## src/rtl/uart_tx_arbiter.sv

```systemverilog
// Round-robin arbiter sharing one UART transmitter among NUM_REQ byte streams.
// Define UART_ARB_TIMEOUT_EN to let CAPTURE wait IDLE_TIMEOUT cycles for a slow producer.
module uart_tx_arbiter #(
    parameter int NUM_REQ      = 4,
    parameter int DATA_W       = 8,
    parameter int MAX_BURST    = 4,
    parameter int IDLE_TIMEOUT = 16
) (
    input  logic                      clk,
    input  logic                      rst_n,
    input  logic [NUM_REQ-1:0]        req_valid,
    input  logic [NUM_REQ*DATA_W-1:0] req_data,
    input  logic [NUM_REQ-1:0]        req_last,
    output logic [NUM_REQ-1:0]        req_ready,
    output logic [DATA_W-1:0]         tx_input_data,
    output logic                      tx_input_data_valid,
    input  logic                      tx_output_ready,
    output logic                      tx_en,
    output logic [$clog2(NUM_REQ)-1:0] grant_id,
    output logic                      busy,
    output logic [15:0]               tx_count
);

    localparam int GW = $clog2(NUM_REQ);

    typedef enum logic [1:0] {
        S_IDLE,
        S_CAPTURE,
        S_SEND
    } state_e;

    state_e            state_q, state_d;
    logic [GW-1:0]     rr_ptr_q, rr_ptr_d;
    logic [GW-1:0]     grant_q, grant_d;
    logic [7:0]        beat_q, beat_d;
    logic [15:0]       count_q, count_d;
    logic [DATA_W-1:0] hold_data_q, hold_data_d;
    logic              hold_last_q, hold_last_d;
    logic              tx_en_q;

`ifdef UART_ARB_TIMEOUT_EN
    localparam int TW = $clog2(IDLE_TIMEOUT + 1);
    logic [TW-1:0]     timer_q, timer_d;
`endif

    logic              win_found;
    logic [GW-1:0]     win_idx;
    logic [GW:0]       scan;
    logic              sel_valid;
    logic              sel_last;
    logic [DATA_W-1:0] sel_data;
    logic [GW-1:0]     next_ptr;

    // Rotating priority search; wrap by compare so non-power-of-two counts work.
    always_comb begin
        win_found = 1'b0;
        win_idx   = '0;
        scan      = '0;
        for (int i = 0; i < NUM_REQ; i++) begin
            scan = {1'b0, rr_ptr_q} + (GW+1)'(i);
            if (scan >= (GW+1)'(NUM_REQ)) begin
                scan = scan - (GW+1)'(NUM_REQ);
            end
            if (!win_found && req_valid[scan[GW-1:0]]) begin
                win_found = 1'b1;
                win_idx   = scan[GW-1:0];
            end
        end
    end

    always_comb begin
        sel_valid = 1'b0;
        sel_last  = 1'b0;
        sel_data  = '0;
        req_ready = '0;
        for (int i = 0; i < NUM_REQ; i++) begin
            if (grant_q == GW'(i)) begin
                sel_valid = req_valid[i];
                sel_last  = req_last[i];
                sel_data  = req_data[i*DATA_W +: DATA_W];
                req_ready[i] = (state_q == S_CAPTURE);
            end
        end
    end

    assign next_ptr = (grant_q == GW'(NUM_REQ - 1)) ? '0 : grant_q + GW'(1);

    always_comb begin
        state_d     = state_q;
        rr_ptr_d    = rr_ptr_q;
        grant_d     = grant_q;
        beat_d      = beat_q;
        count_d     = count_q;
        hold_data_d = hold_data_q;
        hold_last_d = hold_last_q;
`ifdef UART_ARB_TIMEOUT_EN
        timer_d     = timer_q;
`endif
        unique case (state_q)
            S_IDLE: begin
                if (win_found) begin
                    grant_d = win_idx;
                    beat_d  = '0;
`ifdef UART_ARB_TIMEOUT_EN
                    timer_d = '0;
`endif
                    state_d = S_CAPTURE;
                end
            end
            S_CAPTURE: begin
                if (sel_valid) begin
                    hold_data_d = sel_data;
                    hold_last_d = sel_last;
                    beat_d      = beat_q + 8'd1;
                    state_d     = S_SEND;
                end else begin
`ifdef UART_ARB_TIMEOUT_EN
                    if (timer_q + TW'(1) == TW'(IDLE_TIMEOUT)) begin
                        rr_ptr_d = next_ptr;
                        state_d  = S_IDLE;
                    end else begin
                        timer_d = timer_q + TW'(1);
                    end
`else
                    rr_ptr_d = next_ptr;
                    state_d  = S_IDLE;
`endif
                end
            end
            S_SEND: begin
                if (tx_output_ready) begin
                    count_d = count_q + 16'd1;
                    if (hold_last_q || beat_q == 8'(MAX_BURST)) begin
                        rr_ptr_d = next_ptr;
                        state_d  = S_IDLE;
                    end else begin
`ifdef UART_ARB_TIMEOUT_EN
                        timer_d = '0;
`endif
                        state_d = S_CAPTURE;
                    end
                end
            end
            default: state_d = S_IDLE;
        endcase
    end

    always_ff @(posedge clk) begin
        if (!rst_n) begin
            state_q     <= S_IDLE;
            rr_ptr_q    <= '0;
            grant_q     <= '0;
            beat_q      <= '0;
            count_q     <= '0;
            hold_data_q <= '0;
            hold_last_q <= 1'b0;
            tx_en_q     <= 1'b0;
`ifdef UART_ARB_TIMEOUT_EN
            timer_q     <= '0;
`endif
        end else begin
            state_q     <= state_d;
            rr_ptr_q    <= rr_ptr_d;
            grant_q     <= grant_d;
            beat_q      <= beat_d;
            count_q     <= count_d;
            hold_data_q <= hold_data_d;
            hold_last_q <= hold_last_d;
            tx_en_q     <= 1'b1;
`ifdef UART_ARB_TIMEOUT_EN
            timer_q     <= timer_d;
`endif
        end
    end

    assign tx_input_data_valid = (state_q == S_SEND);
    assign tx_input_data       = (state_q == S_SEND) ? hold_data_q : '0;
    assign tx_en               = tx_en_q;
    assign grant_id            = grant_q;
    assign busy                = (state_q != S_IDLE);
    assign tx_count            = count_q;

endmodule
```

## config.mk

```make
export PLATFORM = sky130hd
export DESIGN_NAME = uart_tx_arbiter
export DESIGN_NICKNAME = d
export VERILOG_FILES = /design/src/rtl/uart_tx_arbiter.sv
export SDC_FILE = /design/constraint.sdc
export NUM_CORES = 1
export LEC_CHECK = 0
export BUFFER_PORTS_ARGS = -buffer_cell sky130_fd_sc_hd__buf_2
export CAP_MARGIN = 20
export CORE_UTILIZATION = 50
export CTS_CLUSTER_SIZE = 30
export DETAILED_ROUTE_END_ITERATION = 7
export GPL_TIMING_DRIVEN = 0
export PLACE_DENSITY = 0.8
export SLEW_MARGIN = 20
export SYNTH_ARGS = -nofsm -noshare
export SYNTH_HDL_FRONTEND = slang
export SYNTH_SLANG_ARGS = --single-unit
```

## constraint.sdc

```tcl
create_clock -name clk -period 2.5 [get_ports clk]
set_input_delay 0.125 -clock clk [delete_from_list [all_inputs] [get_ports clk]]
set_output_delay 0.125 -clock clk [all_outputs]
set_load 0.1 [all_outputs]
```

# --- Word level (Yosys, flattened, before mapping) ---
# Index checks and enable logic that the tools add are counted.
op_classes:
  n_lt_le_gt_ge: 8
  mux: 51
  n_eq_ne: 11
  reduce_logical: 18
  addsub: 10
ops:
  columns: ["cell", "count"]
  rows:
  - ["$mux 8", 7]
  - ["$mux 2", 15]
  - ["$mux 1", 22]
  - ["$add 16x1->16 const B", 1]
  - ["$pmux 8 s2", 1]
  - ["$lt 2x3->1 const B", 4]
  - ["$ge 3x3->1 const B", 3]
  - ["$add 8x1->8 const B", 1]
  - ["$bmux 1 s2", 4]
  - ["$eq 8x3->1 const B", 1]
  - ["$reduce_and 2->1", 4]
  - ["$sub 2x1->2 const B", 4]
  - ["$add 2x2->3 const B", 2]
  - ["$eq 2x2->1 const B", 3]
  - ["$ne 2x2->1 const B", 3]
  - ["$pmux 2 s3", 1]
  - ["$reduce_bool 2->1", 3]
  - ["$eq 2x1->1 const B", 2]
  - ["$logic_not 2->1", 2]
  - ["$ne 2x1->1 const B", 2]
  - ["$pmux 2 s2", 1]
  - ["$reduce_and 4->1", 1]
  - ["$add 2x1->3 const B", 1]
  - ["$ge 2x3->1 const B", 1]
  - ["other kinds (5)", 9]
word_totals:
  wordCells: 106
  ff_bits: 40

# --- Longest topological paths before layout ---
# Gate-level depths: netlist of the first run.
depth:
  ltp_word: 16
  ltp_mapped: 8
  mapped_depth_nobuf: 7

# --- Least setup slack after synthesis of the first run ---
# Ideal clock, no wire load.
synth_path:
  path_type: "flip-flop to output port"
  from: "register grant_q[1] (netlist: grant_id[1])"
  to: "output port req_ready[2]"
  path_stages_with_launch: 5
  slack_ns: -0.311
  arrival_time_ns: 2.686
  path_cell_list: "dfxtp_1 -> ha_1 -> clkbuf_1 -> clkbuf_1 -> and2_1"
synth_between:
  elab_chain_cells: 2
synth_rtl:
  columns: ["item", "line_no", "rtl"]
  rows:
  - ["start, declared", "34", "logic [GW-1:0] grant_q, grant_d;"]
  - ["start signal, assigned", "164", "grant_q <= grant_d;"]
  - ["$eq 2x2->1", "77", "if (grant_q == GW'(i)) begin"]
  - ["$mux 1", "77", null]
  - ["end, declared", "14", "output logic [NUM_REQ-1:0] req_ready,"]
# Every way passes these cells.

# --- Final worst setup path of the first run ---
layout_path:
  from: "register grant_q[0] (netlist: grant_id[0])"
  to: "output port req_ready[2]"
# Same word-level chain as after synthesis.

==> impl_metrics.py, run 1 <==
metrics = {
    "status": {
        "outcome": "finished clean",
    },
    "logic_synthesis": {
        "synthSimpleGateAreaFrac_pct": 27.7,
        "syn_area_um2": 2230,
        "synth_top_cell_area_share_pct": 35.9,
        "yosys.area.top_type": "dfxtp_1",
        "synth.ff_latch_count": 40,
        "synthArstFlopShare_pct": 0,
        "synth_fa_ha_area_share_pct": 3.92,
        "synth_edf_count": 0,
        "syn-num-nets": 322,
        "postSynthAreaPerCell_um2": 8.21,
        "yosys-top-cells-area": "dfxtp_1 (36%), and2_1 (7.8%), a21oi_1 (5.4%)",
        "synthXorXnorAreaFrac_pct": 5.88,
        "synth-main-ff-cell": "dfxtp_1",
        "synthCells": 272,
        "synth_compound_area_share_pct": 21.0,
        "ys_seq_area_share_pct": 35.9,
        "synth_top_family_by_area": "simple AND/OR/NAND/NOR gates",
        "synth_mux_area_share_pct": 0.896,
        "ys_warn_count": 0,
        "ys_types": 47,
    },
    "setup_path": {
        "crit_arrival_ns": 2.18,
        "critPathKind": "register to primary output",
        "ff2ff_setup_slack_ns": 0.40,
        "required_ns": 2.38,
        "timing.rr.start": "grant_id[1]",
        "crit_fanout": 10,
        "start_kind": "register",
        "endpoint_kind": "primary output",
        "reg2reg_to": "beat_q[5]",
        "rr_worst_depth": 7,
    },
    "timing": {
        "fin_crit_ns": 2.31,
        "setup_slack_ns": 0.195,
        "finalHoldViolCount": 0,
        "final.setup.tns_ns": 0,
        "worstMarginPinSlew_ns": 0.507,
        "drv_slew": 0,
        "relSlewSlack_pct": 66.4,
        "max_freq_ghz": 0.434,
        "rsz0062_at_grt": "false",
        "fin_skew_ns": 0.0101,
        "setup_viol": 0,
        "fin_crit_sh_pct": 92.2,
    },
    "drt": {
        "routedWlPerCell_um": 13.7,
        "remaining_drc_errors": 0,
        "drt-pass1-iter-count": 4,
        "vias": 2249,
        "drt_wl_total_mm": 5.57,
        "ant_nets": 0,
        "drt_iter0_markers": 113,
        "viasPerCell": 5.54,
    },
    "place": {
        "hpwlAfterDp_mm": 4.31,
        "place_congestion": 0.839,
        "io_buffers": 75,
        "pre_cts_slack_ns": 0.381,
    },
    "layout": {
        "fin_util_pct": 67.6,
        "n_antenna_cell": 0,
        "final_net_count": 405,
        "drive_gt1_share_pct": 28.1,
        "syn_to_final_growth_pct": 25.5,
    },
    "floorplan": {
        "chipWidth_um": 68.8,
        "start_util_pct": 53.9,
        "num_rows": 23,
        "die_height_um": 68.8,
        "core_area_um2": 4140,
        "design.die.area_um2": 4740,
        "ios": 76,
    },
    "power": {
        "p_switching_mw": 0.549,
        "powerDensity_nw_per_um2": 594,
        "p_int_mw": 1.12,
        "pwr-share-comb_pct": 26.0,
        "p_leak_nw": 1.26,
        "ir_drop_uv": 380,
        "sw_frac_of_total_pct": 33.0,
        "seqPwrFrac_pct": 41.6,
        "clockPowerShare_pct": 32.4,
    },
    "hold_path": {
        "min_path_cells": 3,
        "hold_end": "hold_data_q[6]",
        "hp-start": "req_data[30]",
        "hp-class": "input pin to register",
    },
    "grt": {
        "grt_max_degree": 15,
        "grt_pass1_wl_mm": 9.00,
        "grt-ovfl-total": 0,
        "grt_usage_pct": 25.7,
        "grt_pass1_vias": 2015,
        "grt_antenna_before_repair": 0,
    },
    "clock_network": {
        "root_buffer": "clkbuf_8",
        "worstSkewPairLatency_ns": 0.29,
        "cts.sinks": 40,
        "cts_made_buffers": 5,
        "cts_max_level": 2,
        "cts_tree": "built",
        "ctsLongestPathBuffers": 2,
        "clkTransAtPathRegs_ns": 0.08,
    },
    "run": {
        "maxCapViolCount": 0,
    },
}
-- sequential cells by signal, indices dropped and copies added, names as in the netlist --
signal / count
beat_q: 8
grant_id: 2
hold_data_q: 8
hold_last_q: 1
rr_ptr_q: 2
state_q: 2
tx_count: 16
tx_en: 1
-- layout make-up --
class                      instances  area, um2
buffer                            17       73.8
clock buffer                       5       68.8
multi-input combinational        206       1330
timing repair buffer              76        385
clock inverter                     3       46.3
sequential                        40        803
inverter                           9       33.8
fill                             357       1340
tap                               50       62.6
-- timing repair --
action / CTS / global route
hold buffers: 1 / 0
endpoints found under the hold margin: 1 / 0
gates resized for setup: 0 / 2
setup endpoints to repair: 0 / 1
setup buffers: 0 / 0
-- metrics by stage --
stage | area, um2 | hold slack (ns) | power (mW) | instances
2_1_floorplan | 2240 | 0.153 | 1.02 | 272
3_3_place_gp | 2680 | 0.245 | 1.13 | 397
3_5_place_dp | 2680 | 0.246 | 1.13 | 397
4_1_cts | 2800 | 0.126 | 1.67 | 406
5_1_grt | 2800 | 0.133 | 1.74 | 406
6_report | 2800 | 0.124 | 1.67 | 406
-- logic make-up (layout without fill, tap and decap cells) --
logic type,after synthesis,after routing
XOR/XNOR,15,15
flip-flops,40,40
buffers and inverters,26,110
AO/OA/AOI/OAI,71,71
AND/OR/NAND/NOR,111,111
multiplexers,2,2
adder cells (fa/ha/maj),7,7
-- worst max path at each step --
stage | startpoint | endpoint | slack [ns] | depth (start not counted)
final | grant_id[0] | req_ready[2] | 0.19 | 6
after floorplan | tx_count[3] | tx_count[15] | 0.12 | 5
after global placement | grant_id[0] | req_ready[2] | 0.40 | 6
after global routing | grant_id[0] | req_ready[2] | 0.03 | 6
after detailed placement | grant_id[0] | req_ready[2] | 0.38 | 6
after CTS | grant_id[0] | req_ready[2] | 0.07 | 6
-- cell usage in the layout, fill, tap and decap left out, types with 3 or more instances in the layout --
master,n
o21ai_0,15
or4_1,3
o22ai_1,3
nor2_1,7
nand4_1,5
xnor2_1,13
ha_1,7
nand2_1,25
clkbuf_8,5
dfxtp_1,38
nor2b_1,12
a21boi_0,3
inv_1,9
a221oi_1,8
clkbuf_1,9
nor3_1,8
buf_2,81
and4_1,4
a21oi_1,24
and2_1,27
nand3_1,6
-- power groups by stage --
stage,Clock (mW),Sequential (mW),Combinational (mW)
finish,0.540,0.693,0.433
global route,0.571,0.698,0.475
CTS,0.542,0.692,0.431
detailed placement,0,0.707,0.428
global placement,0,0.705,0.423
floorplan,0,0.736,0.287
-- synthesized netlist by cell type (all sizes together), types with 3 or more instances --
| cell type | instances |
|---|---|
| dfxtp | 40 |
| and2 | 28 |
| nand2 | 26 |
| a21oi | 25 |
| o21ai | 16 |
| xnor2 | 13 |
| nor2b | 12 |
| clkbuf | 11 |
| a221oi | 9 |
| inv | 9 |
| nor3 | 8 |
| ha | 7 |
| nor2 | 7 |
| buf | 6 |
| nand3 | 6 |
| nand4 | 5 |
| a21boi | 4 |
| and4 | 4 |
| o22ai | 3 |
| or4 | 3 |
-- per-layer routing --
| layer | global-route usage (%) | wire (um) | part of all wire, % |
|---|---|---|---|
| met5 | 0 | 0 | 0 |
| met4 | 7.91 | 68 | 1.2 |
| met3 | 5.43 | 354 | 6.4 |
| met2 | 44.1 | 2730 | 49 |
| met1 | 32.1 | 2410 | 43 |
-- worst max-delay path, cell delays in order (launching register included) --
cell and delay, ns:
dfxtp_2 0.35, inv_1 0.08, ha_1 0.26, clkbuf_1 0.33, clkbuf_2 0.29, and2_2 0.16, buf_2 0.41
No activity file was read; power rests on OpenSTA's default activity.
==> run 2, diff against run 1 <==
--- a/config.mk
+++ b/config.mk
@@ -12,6 +12,7 @@
 export DETAILED_ROUTE_END_ITERATION = 7
 export GPL_TIMING_DRIVEN = 0
 export PLACE_DENSITY = 0.8
+export SETUP_SLACK_MARGIN = 0.2
 export SLEW_MARGIN = 20
 export SYNTH_ARGS = -nofsm -noshare
 export SYNTH_HDL_FRONTEND = slang
==> run 2 against run 1 <==
Compared with the run above: via count is 1.7% lower; fmax is 11% higher; die area stayed put; clock power is 27% lower; critical path depth is 1 higher; register-to-register slack better by 0.02 ns; final cell count is 0.25% lower; power is 9.0% lower.
==> impl_metrics.py, run 2 (same netlist as run 1, synthesis figures left out) <==
metrics = {
    "status": {
        "outcome": "finished clean",
    },
    "clock_network": {
        "ctsLongestPathBuffers": 2,
        "cts_max_level": 2,
        "cts.sinks": 40,
        "clkTransAtPathRegs_ns": 0.07,
        "root_buffer": "clkbuf_8",
        "worstSkewPairLatency_ns": 0.28,
        "cts_made_buffers": 5,
        "cts_tree": "built",
    },
    "drt": {
        "drt_wl_total_mm": 5.29,
        "drt-pass1-iter-count": 4,
        "viasPerCell": 5.46,
        "vias": 2210,
        "routedWlPerCell_um": 13.1,
        "drt_iter0_markers": 65,
        "remaining_drc_errors": 0,
        "ant_nets": 0,
    },
    "layout": {
        "drive_gt1_share_pct": 29.0,
        "final_net_count": 405,
        "largest_register_ffs": 16,
        "fillers": 363,
        "layout_common_cells": "buf_2 (80), dfxtp_1 (34), and2_1 (27)",
        "final_common_cell": "buf_2",
        "n_antenna_cell": 0,
        "final_cells": 405,
        "syn_to_final_growth_pct": 24.3,
    },
    "hold_path": {
        "hp-class": "input pin to register",
    },
    "power": {
        "powerDensity_nw_per_um2": 546,
        "p_leak_nw": 1.25,
        "ir_drop_uv": 294,
        "power.total_mw": 1.52,
    },
    "grt": {
        "grt_pass1_vias": 1930,
        "grt-ovfl-total": 0,
        "grt_antenna_before_repair": 0,
        "grt_usage_pct": 24.6,
        "grt_pass1_wl_mm": 8.57,
        "grt_max_degree": 12,
    },
    "timing": {
        "final.setup.tns_ns": 0,
        "fin_crit_sh_pct": 83.1,
        "drv_slew": 0,
        "rsz0062_at_grt": "false",
        "finalHoldViolCount": 0,
        "fin_crit_ns": 2.08,
        "setup_slack_ns": 0.424,
        "worstMarginPinSlew_ns": 0.487,
        "setup_viol": 0,
        "whs_ns": 0.133,
        "fin_skew_ns": 0.00236,
        "relSlewSlack_pct": 67.8,
        "max_freq_ghz": 0.482,
    },
    "setup_path": {
        "max_stage_delay_ns": 0.52,
        "cp.buffers_inverters": 1,
        "crit_fanout": 9,
        "critPathKind": "register to register",
        "cpMaxStageDelayCell": "or4_1",
        "crit_arrival_ns": 2.29,
        "crit_family": "simple AND/OR/NAND/NOR gates",
        "required_ns": 2.72,
        "start_kind": "register",
        "crit_chain": "inv_1 -> ha_1 -> nand3b_1 -> a221oi_4 -> o21ai_2 -> or4_1 -> a21oi_1",
        "endpoint_kind": "register",
    },
    "floorplan": {
        "ios": 76,
        "num_rows": 23,
        "start_util_pct": 53.9,
        "design.die.area_um2": 4740,
        "core_area_um2": 4140,
        "chipWidth_um": 68.8,
        "die_height_um": 68.8,
    },
    "place": {
        "place_congestion": 0.844,
        "pre_cts_slack_ns": 0.362,
        "hpwlAfterDp_mm": 4.06,
        "dp.cells": 397,
        "io_buffers": 75,
    },
    "run": {
        "maxCapViolCount": 0,
    },
}
run 2: final cells by class:
| type | instances | area [um2] | area share, % |
|---|---|---|---|
| sequential | 40 | 811 | 29.2 |
| timing repair buffer | 76 | 388 | 14.0 |
| multi-input combinational | 206 | 1330 | 47.9 |
| tap | 50 | 62.6 | 2.25 |
| inverter | 9 | 33.8 | 1.22 |
| clock buffer | 6 | 72.6 | 2.61 |
| buffer | 17 | 75.1 | 2.70 |
| clock inverter | 1 | 5.00 | 0.180 |
run 2: worst register-to-register path, cell delays in order (launching register included):
cell	delay (ns)
dfxtp_4	0.37
inv_1	0.06
ha_1	0.24
nand3b_1	0.22
a221oi_4	0.30
o21ai_2	0.17
or4_1	0.52
a21oi_1	0.14
run 2: what timing repair did:
action | in CTS | in global routing
endpoints found under the setup margin | 1 | 1
endpoints found under the hold margin | 1 | 0
setup buffers | 0 | 0
gates cloned | 0 | 0
resized for setup | 2 | 2
hold buffers | 1 | 0
pin swaps | 0 | 0
run 2: final timing paths:
check	cells past startpoint	slack [ns]	to	start
max	7	0.42	beat_q[5]	grant_id[1]
min	3	0.13	hold_data_q[6]	req_data[30]
max reg2reg	7	0.42	beat_q[5]	grant_id[1]
min reg2reg	1	0.45	state_q[0]	state_q[0]
run 2: metal layers:
layer	GRT usage (%)	share of wire, %	vias up
met5	0	0	-
met3	6.74	5.5	5
met2	42.2	48	76
met1	31.0	46	1007
li1	-	-	1122
met4	4.59	0.68	0
run 2: where the power goes:
| group | total (mW) | internal, mW | switching [mW] |
|---|---|---|---|
| Combinational | 0.432 | 0.146 | 0.286 |
| Clock | 0.392 | 0.190 | 0.203 |
| Sequential | 0.692 | 0.670 | 0.0224 |
run 2: per-stage QoR:
step           instance area [um2]  util [%]
2_1_floorplan                 2250         -
3_3_place_gp                  2680      64.8
3_5_place_dp                  2680      64.8
4_1_cts                       2780      67.0
5_1_grt                       2780      67.0
6_report                      2780      67.0
